==> config.mk <==
export PLATFORM = sky130hd
export DESIGN_NAME = hc4_operand_stack_flat
export DESIGN_NICKNAME = d
export VERILOG_FILES = /design/src/rtl/hc4_operand_stack_pkg.sv /design/src/rtl/hc4_operand_stack_if.sv /design/src/rtl/hc4_operand_stack.sv /design/src/flat_wrapper.sv
export SDC_FILE = /design/constraint.sdc
export NUM_CORES = 1
export LEC_CHECK = 0
export BUFFER_PORTS_ARGS = -buffer_cell sky130_fd_sc_hd__buf_2
export CORE_MARGIN = 3
export CORE_UTILIZATION = 45
export DETAILED_ROUTE_END_ITERATION = 8
export PLACE_DENSITY = 0.75
export SLEW_MARGIN = 30
export SYNTH_ARGS = -nofsm -noshare
export SYNTH_HDL_FRONTEND = slang
export SYNTH_SLANG_ARGS = --single-unit
==> constraint.sdc <==
create_clock -name clk -period 3.6 [get_ports clk]
set_input_delay 0.72 -clock clk [delete_from_list [all_inputs] [get_ports clk]]
set_output_delay 0.72 -clock clk [all_outputs]
set_load 0.005 [all_outputs]
==> src/rtl/hc4_operand_stack_pkg.sv <==
// hc4_operand_stack_pkg: shared op encodings and default sizing for the HC4 operand stack.
package hc4_operand_stack_pkg;
  localparam int DEF_WIDTH = 4;
  localparam int DEF_DEPTH = 8;
  typedef enum logic [2:0] {
    OP_NOP, OP_PUSH, OP_POP, OP_DUP, OP_SWAP, OP_REPL, OP_POPREPL, OP_RSVD
  } op_e;
endpackage

==> src/rtl/hc4_operand_stack_if.sv <==
// hc4_operand_stack_if: decoder-side op bundle and stack status outputs.
interface hc4_operand_stack_if
  import hc4_operand_stack_pkg::*;
#(
  parameter int WIDTH = DEF_WIDTH,
  parameter int DEPTH = DEF_DEPTH
);
  localparam int CW = $clog2(DEPTH + 1);
  op_e              op;
  logic [WIDTH-1:0] din;
  logic             clr_err;
  logic [WIDTH-1:0] level_a;
  logic [WIDTH-1:0] level_b;
  logic [CW-1:0]    count;
  logic             empty;
  logic             full;
  logic             ovf;
  logic             unf;
  modport master (output op, din, clr_err, input level_a, level_b, count, empty, full, ovf, unf);
  modport slave  (input op, din, clr_err, output level_a, level_b, count, empty, full, ovf, unf);
endinterface

==> src/rtl/hc4_operand_stack.sv <==
// hc4_operand_stack: DEPTH x WIDTH operand stack executing one decoder op per clock with sticky fault flags.
module hc4_operand_stack
  import hc4_operand_stack_pkg::*;
#(
  parameter int WIDTH      = DEF_WIDTH,
  parameter int DEPTH      = DEF_DEPTH,
  parameter bit SHIFT_MODE = 1'b1
) (
  input logic clk,
  input logic Reset,
  hc4_operand_stack_if.slave bus
);
  localparam int CW = $clog2(DEPTH + 1);
  localparam logic [CW-1:0] FULL_CNT = CW'(DEPTH);
  logic [WIDTH-1:0] stk [DEPTH];
  logic [WIDTH-1:0] nxt [DEPTH];
  logic [CW-1:0] cnt, nxt_cnt, need;
  logic [WIDTH-1:0] push_val;
  logic ovf, unf, full, grow, shrink, unf_set, ovf_set, en;
  assign full = cnt == FULL_CNT;
  always_comb begin
    grow     = bus.op == OP_PUSH || bus.op == OP_DUP;
    shrink   = bus.op == OP_POP || bus.op == OP_POPREPL;
    need     = (bus.op == OP_SWAP || bus.op == OP_POPREPL) ? CW'(2) :
               (bus.op == OP_POP || bus.op == OP_DUP || bus.op == OP_REPL) ? CW'(1) : '0;
    unf_set  = cnt < need;
    ovf_set  = grow && full && !SHIFT_MODE && !unf_set;
    en       = bus.op != OP_NOP && bus.op != OP_RSVD && !unf_set && !ovf_set;
    push_val = bus.op == OP_DUP ? stk[0] : bus.din;
    nxt_cnt  = !en ? cnt : grow ? (full ? cnt : cnt + 1'b1) : shrink ? cnt - 1'b1 : cnt;
  end
  // above: value entering a slot on a push; below: value entering on a pop (zero at the bottom)
  for (genvar i = 0; i < DEPTH; i++) begin : g_slot
    logic [WIDTH-1:0] above, below, swp;
    if (i == 0) begin : g_top
      assign above = push_val;
      assign swp   = stk[1];
    end else begin : g_mid
      assign above = stk[i-1];
      assign swp   = i == 1 ? stk[0] : stk[i];
    end
    if (i == DEPTH - 1) begin : g_bot
      assign below = '0;
    end else begin : g_up
      assign below = stk[i+1];
    end
    assign nxt[i] = !en ? stk[i] :
                    grow ? above :
                    bus.op == OP_POP ? below :
                    bus.op == OP_SWAP ? swp :
                    bus.op == OP_REPL ? (i == 0 ? bus.din : stk[i]) :
                    bus.op == OP_POPREPL ? (i == 0 ? bus.din : below) : stk[i];
  end
  always_ff @(posedge clk) begin
    if (Reset) begin
      stk <= '{default: '0};
      cnt <= '0;
      ovf <= 1'b0;
      unf <= 1'b0;
    end else begin
      stk <= nxt;
      cnt <= nxt_cnt;
      ovf <= ovf_set | (ovf & ~bus.clr_err);
      unf <= unf_set | (unf & ~bus.clr_err);
    end
  end
  assign bus.level_a = stk[0];
  assign bus.level_b = stk[1];
  assign bus.count   = cnt;
  assign bus.empty   = cnt == '0;
  assign bus.full    = full;
  assign bus.ovf     = ovf;
  assign bus.unf     = unf;
endmodule

==> src/flat_wrapper.sv <==
// flat-port wrapper written by rule: the top's interface ports become plain ports
module hc4_operand_stack_flat import hc4_operand_stack_pkg::*;
#(
  parameter int WIDTH      = DEF_WIDTH,
  parameter int DEPTH      = DEF_DEPTH,
  parameter bit SHIFT_MODE = 1'b1
)
  (clk, Reset, bus_op, bus_din, bus_clr_err, bus_level_a, bus_level_b, bus_count, bus_empty, bus_full, bus_ovf, bus_unf);
  hc4_operand_stack_if #(.WIDTH(WIDTH), .DEPTH(DEPTH)) bus_i ();
  input logic clk;
  input logic Reset;
  input wire logic [$bits(bus_i.op)-1:0] bus_op;
  input wire logic [$bits(bus_i.din)-1:0] bus_din;
  input wire logic [$bits(bus_i.clr_err)-1:0] bus_clr_err;
  output wire logic [$bits(bus_i.level_a)-1:0] bus_level_a;
  output wire logic [$bits(bus_i.level_b)-1:0] bus_level_b;
  output wire logic [$bits(bus_i.count)-1:0] bus_count;
  output wire logic [$bits(bus_i.empty)-1:0] bus_empty;
  output wire logic [$bits(bus_i.full)-1:0] bus_full;
  output wire logic [$bits(bus_i.ovf)-1:0] bus_ovf;
  output wire logic [$bits(bus_i.unf)-1:0] bus_unf;
  assign bus_i.op = bus_op;
  assign bus_i.din = bus_din;
  assign bus_i.clr_err = bus_clr_err;
  assign bus_level_a = bus_i.level_a;
  assign bus_level_b = bus_i.level_b;
  assign bus_count = bus_i.count;
  assign bus_empty = bus_i.empty;
  assign bus_full = bus_i.full;
  assign bus_ovf = bus_i.ovf;
  assign bus_unf = bus_i.unf;
  hc4_operand_stack #(.WIDTH(WIDTH), .DEPTH(DEPTH), .SHIFT_MODE(SHIFT_MODE)) u_core (.clk(clk), .Reset(Reset), .bus(bus_i));
endmodule
# Word-level counts from Yosys, hierarchy flattened
# Index checks and enable logic that the tools add are counted.
[word_totals]
regBits = 38
word_cells = 95
[op_classes]
n_addsub = 2
n_lt_le_gt_ge = 1
eq_ne = 13
n_mux = 46
n_bitwise = 4
reduce_logical = 18
[op_table]
columns = ["operator", "n"]
rows = [
  ["4-bit 2-to-1 mux", 45],
  ["3-bit equality test, second input constant", 3],
  ["3-bit AND reduction", 3],
  ["3-bit by 2-bit equality test with 1-bit output, second input constant", 2],
  ["3-bit by 1-bit inequality test with 1-bit output, second input constant", 2],
  ["3-bit nonzero test", 2],
  ["1-bit logical OR", 5],
  ["5-bit nonzero test", 1],
  ["4-bit by 1-bit adder with 4-bit output, second input constant", 1],
  ["4-bit equality test, second input constant", 1],
  ["4-bit zero test", 1],
  ["4-bit < comparator", 1],
  ["2-bit inequality test, second input constant", 2],
  ["4-bit by 1-bit inequality test with 1-bit output, second input constant", 1],
  ["4-bit AND reduction", 1],
  ["4-bit nonzero test", 1],
  ["4-bit by 1-bit subtractor with 4-bit output, second input constant", 1],
  ["3-bit by 1-bit equality test with 1-bit output, second input constant", 1],
  ["3-bit inequality test, second input constant", 1],
  ["1-bit AND", 2],
  ["1-bit logical AND", 2],
  ["2-bit nonzero test", 1],
  ["1-bit zero test", 1],
  ["1-bit 2-to-1 mux", 1],
  ["2 further kinds", 2],
]

# Depth between registers and ports, before layout
[logic_depth]
ltp_word = 9
depth_mapped = 11
depth_no_buf = 8

# Worst setup path before layout
# Ideal clock, no wire load.
[synth_path]
path_kind = "input to register"
start = "input bus_op[0]"
end = "register u_core.cnt[3], in the netlist u_core.bus.count[3]"
setup_time_ps = 132
arrival_time_ps = 2469
path_slack_ps = 999
stages = 11
path_cell_list = "nor2b_1 buf_4 inv_4 buf_2 clkbuf_1 ha_1 a21o_1 a21oi_1 xnor2_1 a21o_1 a21oi_1"
[synth_via]
elab_chain_len = 9
word_cells_on_any_way = 23
classes_between = "1 x order compare; 8 x eq/ne; 3 x mux; 11 x reduce/logical"
[synth_lines]
columns = ["item", "line", "rtl"]
rows = [
  ["start: declaration", "flat_wrapper.sv:12", "input wire logic [$bits(bus_i.op)-1:0] bus_op;"],
  ["3-bit by 2-bit equality test with 1-bit output (on tied branches)", "hc4_operand_stack.sv:23, hc4_operand_stack.sv:25, hc4_operand_stack.sv:22", ""],
  ["1-bit logical OR (2 in a row)", "hc4_operand_stack.sv:25", "(bus.op == OP_POP || bus.op == OP_DUP || bus.op == OP_REPL) ? CW'(1) : '0;"],
  ["1-bit 2-to-1 mux", "hc4_operand_stack.sv:25", ""],
  ["4-bit 2-to-1 mux", "hc4_operand_stack.sv:24", "need = (bus.op == OP_SWAP || bus.op == OP_POPREPL) ? CW'(2) :"],
  ["4-bit < comparator", "hc4_operand_stack.sv:26", "unf_set = cnt < need;"],
  ["1-bit zero test", "-", ""],
  ["1-bit logical AND", "hc4_operand_stack.sv:28", "en = bus.op != OP_NOP && bus.op != OP_RSVD && !unf_set && !ovf_set;"],
  ["3-bit AND reduction (no line)", "-", ""],
  ["end signal: assignment", "hc4_operand_stack.sv:62", "cnt <= nxt_cnt;"],
  ["end: declaration", "hc4_operand_stack.sv:17", "logic [CW-1:0] cnt, nxt_cnt, need;"],
]
# Several ways; a longest one is shown, not always the timed one.
# A chain may end at the register's enable or synchronous reset.

# Worst setup path in the final report
[layout_path]
start = "input bus_op[0]"
end = "register u_core.stk (netlist bit u_core.g_slot[4].below[2])"
[layout_via]
elab_chain_len = 9
word_cells_on_any_way = 24
classes_between = "1 x order compare; 9 x eq/ne; 4 x mux; 10 x reduce/logical"
[layout_lines]
columns = ["item", "line", "rtl"]
rows = [
  ["3-bit by 2-bit equality test with 1-bit output (on tied branches)", "hc4_operand_stack.sv:25, hc4_operand_stack.sv:49, hc4_operand_stack.sv:22", ""],
  ["1-bit logical OR (2 in a row)", "hc4_operand_stack.sv:25", ""],
  ["1-bit 2-to-1 mux", "hc4_operand_stack.sv:25", ""],
  ["4-bit 2-to-1 mux", "hc4_operand_stack.sv:24", ""],
  ["4-bit < comparator", "hc4_operand_stack.sv:26", ""],
  ["1-bit zero test", "-", ""],
  ["1-bit logical AND", "hc4_operand_stack.sv:28", ""],
  ["4-bit AND reduction (no line)", "-", ""],
  ["end signal: assignment", "hc4_operand_stack.sv:61", "stk <= nxt;"],
  ["end: declaration", "hc4_operand_stack.sv:15", "logic [WIDTH-1:0] stk [DEPTH];"],
]
# Several ways; a longest one is shown, not always the timed one.

==> impl_metrics.csv <==
group,metric,value,unit
status,status,"completed",
yosys,ys_ff_latch,38,
sta,fin_crit_sh,72.56,%
sta,layout_min_cycle_time,2.612,ns
yosys,synth_cell_types,32,
worst_setup_path,timing.rr.end,"u_core.g_slot[4].below[2]",
clocking,htree_levels,2,
routing,wl_per_cell,12.71,um
sta,max_freq,0.3828,GHz
worst_setup_path,critical_path_required,3.80,ns
yosys,synth_compound_area_share,22.82,%
yosys,synth_area_per_cell,8.362,um^2
sta,hold_viol,0,
clocking,clock_path_buffers,2,
worst_hold_path,min_from,"u_core.bus.ovf",
floorplan,die_h,70.09,um
yosys,synth_top_area_cell,"dfxtp_1",
clocking,clockRootBuffer,"clkbuf_8",
yosys,synth-simple-area-share,20.11,%
clocking,clkTransAtPathRegs,0.07,ns
yosys,synth-xor-area-share,1.896,%
worst_setup_path,worstSetupStartpointType,"input port",
routing,firstDrtPassIters,4,
yosys,netlist_area,1848,um^2
clocking,cts_buffers,5,
global_route,grt_pass1_vias,1479,
floorplan,die_area,4912,um^2
global_route,grt_usage,15.80,%
yosys,yosys-top-cells-area,"dfxtp_1, nor2_1, a311oi_1",
sta,skew,0.004700,ns
sta,worstMarginPinSlew,0.8922,ns
layout,layout_commonest_cell,"nor2_1",
pwr,max-vdd-ir-drop,0.0004197,V
worst_setup_path,cp_slowest_cell,"a21oi_1",
layout,drive_gt1_share,16.94,%
routing,drt_iter0_markers,84,
pwr,p_clk_share,25.3,%
pwr,power.leakage,0.0008299,uW
sta,setup_viol_count_final,0,
clocking,cts_tree,"yes",
floorplan,ios,26,
floorplan,initial_core_util,48.65,%
placed_design,place_congestion,0.7978,
global_route,grt_pass1_wl,6375,um
worst_hold_path,hold_depth,1,
placed_design,place.detailed.hpwl,2487,um
pwr,p_comb_share,36.4,%
yosys,netlist.area_leader.share,41.16,%
global_route,antenna_found_initial,0,
sta,fin_tns_setup,0,ns
placed_design,port_buffers,25,
pwr,p_sw,627.4,uW
worst_setup_path,crit_type,"input port to flop",
sta,rsz0062_at_grt,"false",
yosys,synth_top_family_by_area,"compound AO/OA/AOI/OAI gates",
worst_setup_path,crit_family,"compound AO/OA/AOI/OAI gates",
worst_setup_path,crit_chain,"buf_2 -> nand2b_1 -> ha_1 -> or3_1 -> a21oi_1 -> o21ai_4 -> buf_4 -> a311oi_1",
routing,viasPerCell,5.448,
worst_setup_path,rrSetupSlack,1.35,ns
clocking,cts_sinks,38,
clocking,cts_setup_buffers,0,
yosys,synthAdderAreaFrac,3.114,%
worst_setup_path,cpPeakStageDelay,0.42,ns
worst_setup_path,crit_fanout,33,
worst_setup_path,rr_worst_depth,6,
floorplan,die_x,70.09,um
worst_hold_path,holdPathEnd,"u_core.bus.ovf",
worst_hold_path,worstHoldPathType,"flop to flop",
pwr,switching_share,35.51,%
layout,layoutNonFillerInstCount,290,
job,cap_viol_max_count,0,
sta,drv_slew,0,
routing,ant_nets,0,
clocking,holdBufCountCts,0,
pwr,seqPwrFrac,38.3,%
global_route,grt_max_degree,39,
worst_setup_path,r2r_start,"u_core.bus.count[1]",
routing,drc,0,
layout,final_nets,255,
sta,maxSlewHeadroom,40.39,%
layout,layout_common_cells,"nor2_1, dfxtp_1, nand2_1, buf_2, a311oi_1",
routing,via_count,1580,
yosys,synth_cells,221,
layout,area.growth.synth_to_final,15.84,%
worst_setup_path,cp.buffers_inverters,2,
floorplan,core,3799,um^2
routing,routed_wl,3685,um
yosys,synth.area.mux_share,5.484,%
layout,antenna_cells,0,
pwr,power_density,825.3,nW/um^2
worst_setup_path,cp.arrival,2.81,ns
yosys,synthesis.nets,235,
clocking,cts_resized,0,
floorplan,row_count,22,
placed_design,place_inst,282,
yosys,ys_seq_area_share,41.16,%
yosys,yosys_warnings,0,
worst_setup_path,critPathCaptureType,"flop",
global_route,overflow,0,
layout,final_util,56.36,%
pwr,p_int,1139,uW
clocking,insertion_delay,0.29,ns
## state kept, by name (all words and copies together), names as in the netlist
signal / cells
u_core.bus.level_a: 4
u_core.g_slot.below: 24
u_core.bus.unf: 1
u_core.bus.level_b: 4
u_core.bus.ovf: 1
u_core.bus.count: 4
## layer usage
layer	global-route usage [%]	routed length (um)	vias to the layer above
li1	-	-	818
met1	18.95	1750	721
met2	26.02	1654	33
met3	3.885	190	8
met4	8.085	90	0
met5	0	0	-
## cell families after synthesis
kind of cell	count (synthesis)
buf+inv	24
xor+xnor	4
flops	38
compound gates	51
fa+ha+maj	4
mux	10
simple gates	90
## Yosys cell counts, drive strengths merged
library cell,n
a211o,1
a211oi,13
a21o,2
a21oi,9
a221oi,1
a311oi,16
a31o,1
buf,4
clkbuf,10
dfxtp,38
fa,1
ha,3
inv,10
mux2,1
mux2i,9
nand2,33
nand2b,2
nand3,1
nor2,44
nor2b,2
nor3,2
nor3b,2
nor4,2
o21ai,3
o2bb2a,4
o31ai,1
or3,1
or3b,1
xnor2,4
## final cells by class
type	instances	area, um^2
clock inverter	2	60.06
sequential	38	760.7
tap	48	60.06
timing repair buffer	27	140.1
inverter	10	40.04
multi-input combinational	159	997.2
clock buffer	6	82.58
fill	370	1658
## power by group through the flow
stage | registers (uW) | clock network [uW] | logic [uW]
global route | 697 | 477 | 726
CTS | 676 | 455 | 649
detailed placement | 684 | 0 | 647
global placement | 683 | 0 | 619
finish | 676 | 447 | 644
floorplan | 657 | 0 | 487
## metrics by stage
step,power (uW),area (um^2),worst slack [ns],hold WS [ns]
finish,1767,2141,0.9880,0.4773
CTS,1780,2141,0.9996,0.4778
global placement,1301,1991,0.5048,0.4600
detailed placement,1331,1998,0.6965,0.4672
floorplan,1144,1848,0.9990,0.4667
global route,1901,2141,0.7708,0.4830
## how the worst max path moves through the flow
stage          slack, ns  depth (start not counted)       from                         to
2_1_floorplan        1.0                         11  bus_op[0]        u_core.bus.count[3]
4_1_cts              1.0                          9  bus_op[0]  u_core.g_slot[4].below[2]
3_3_place_gp        0.50                          8  bus_op[0]  u_core.g_slot[2].below[2]
5_1_grt             0.77                          8  bus_op[0]  u_core.g_slot[3].below[2]
6_report            0.99                          8  bus_op[0]  u_core.g_slot[4].below[2]
3_5_place_dp        0.70                          9  bus_op[0]  u_core.g_slot[4].below[2]
(Power assumes the default switching activity.)
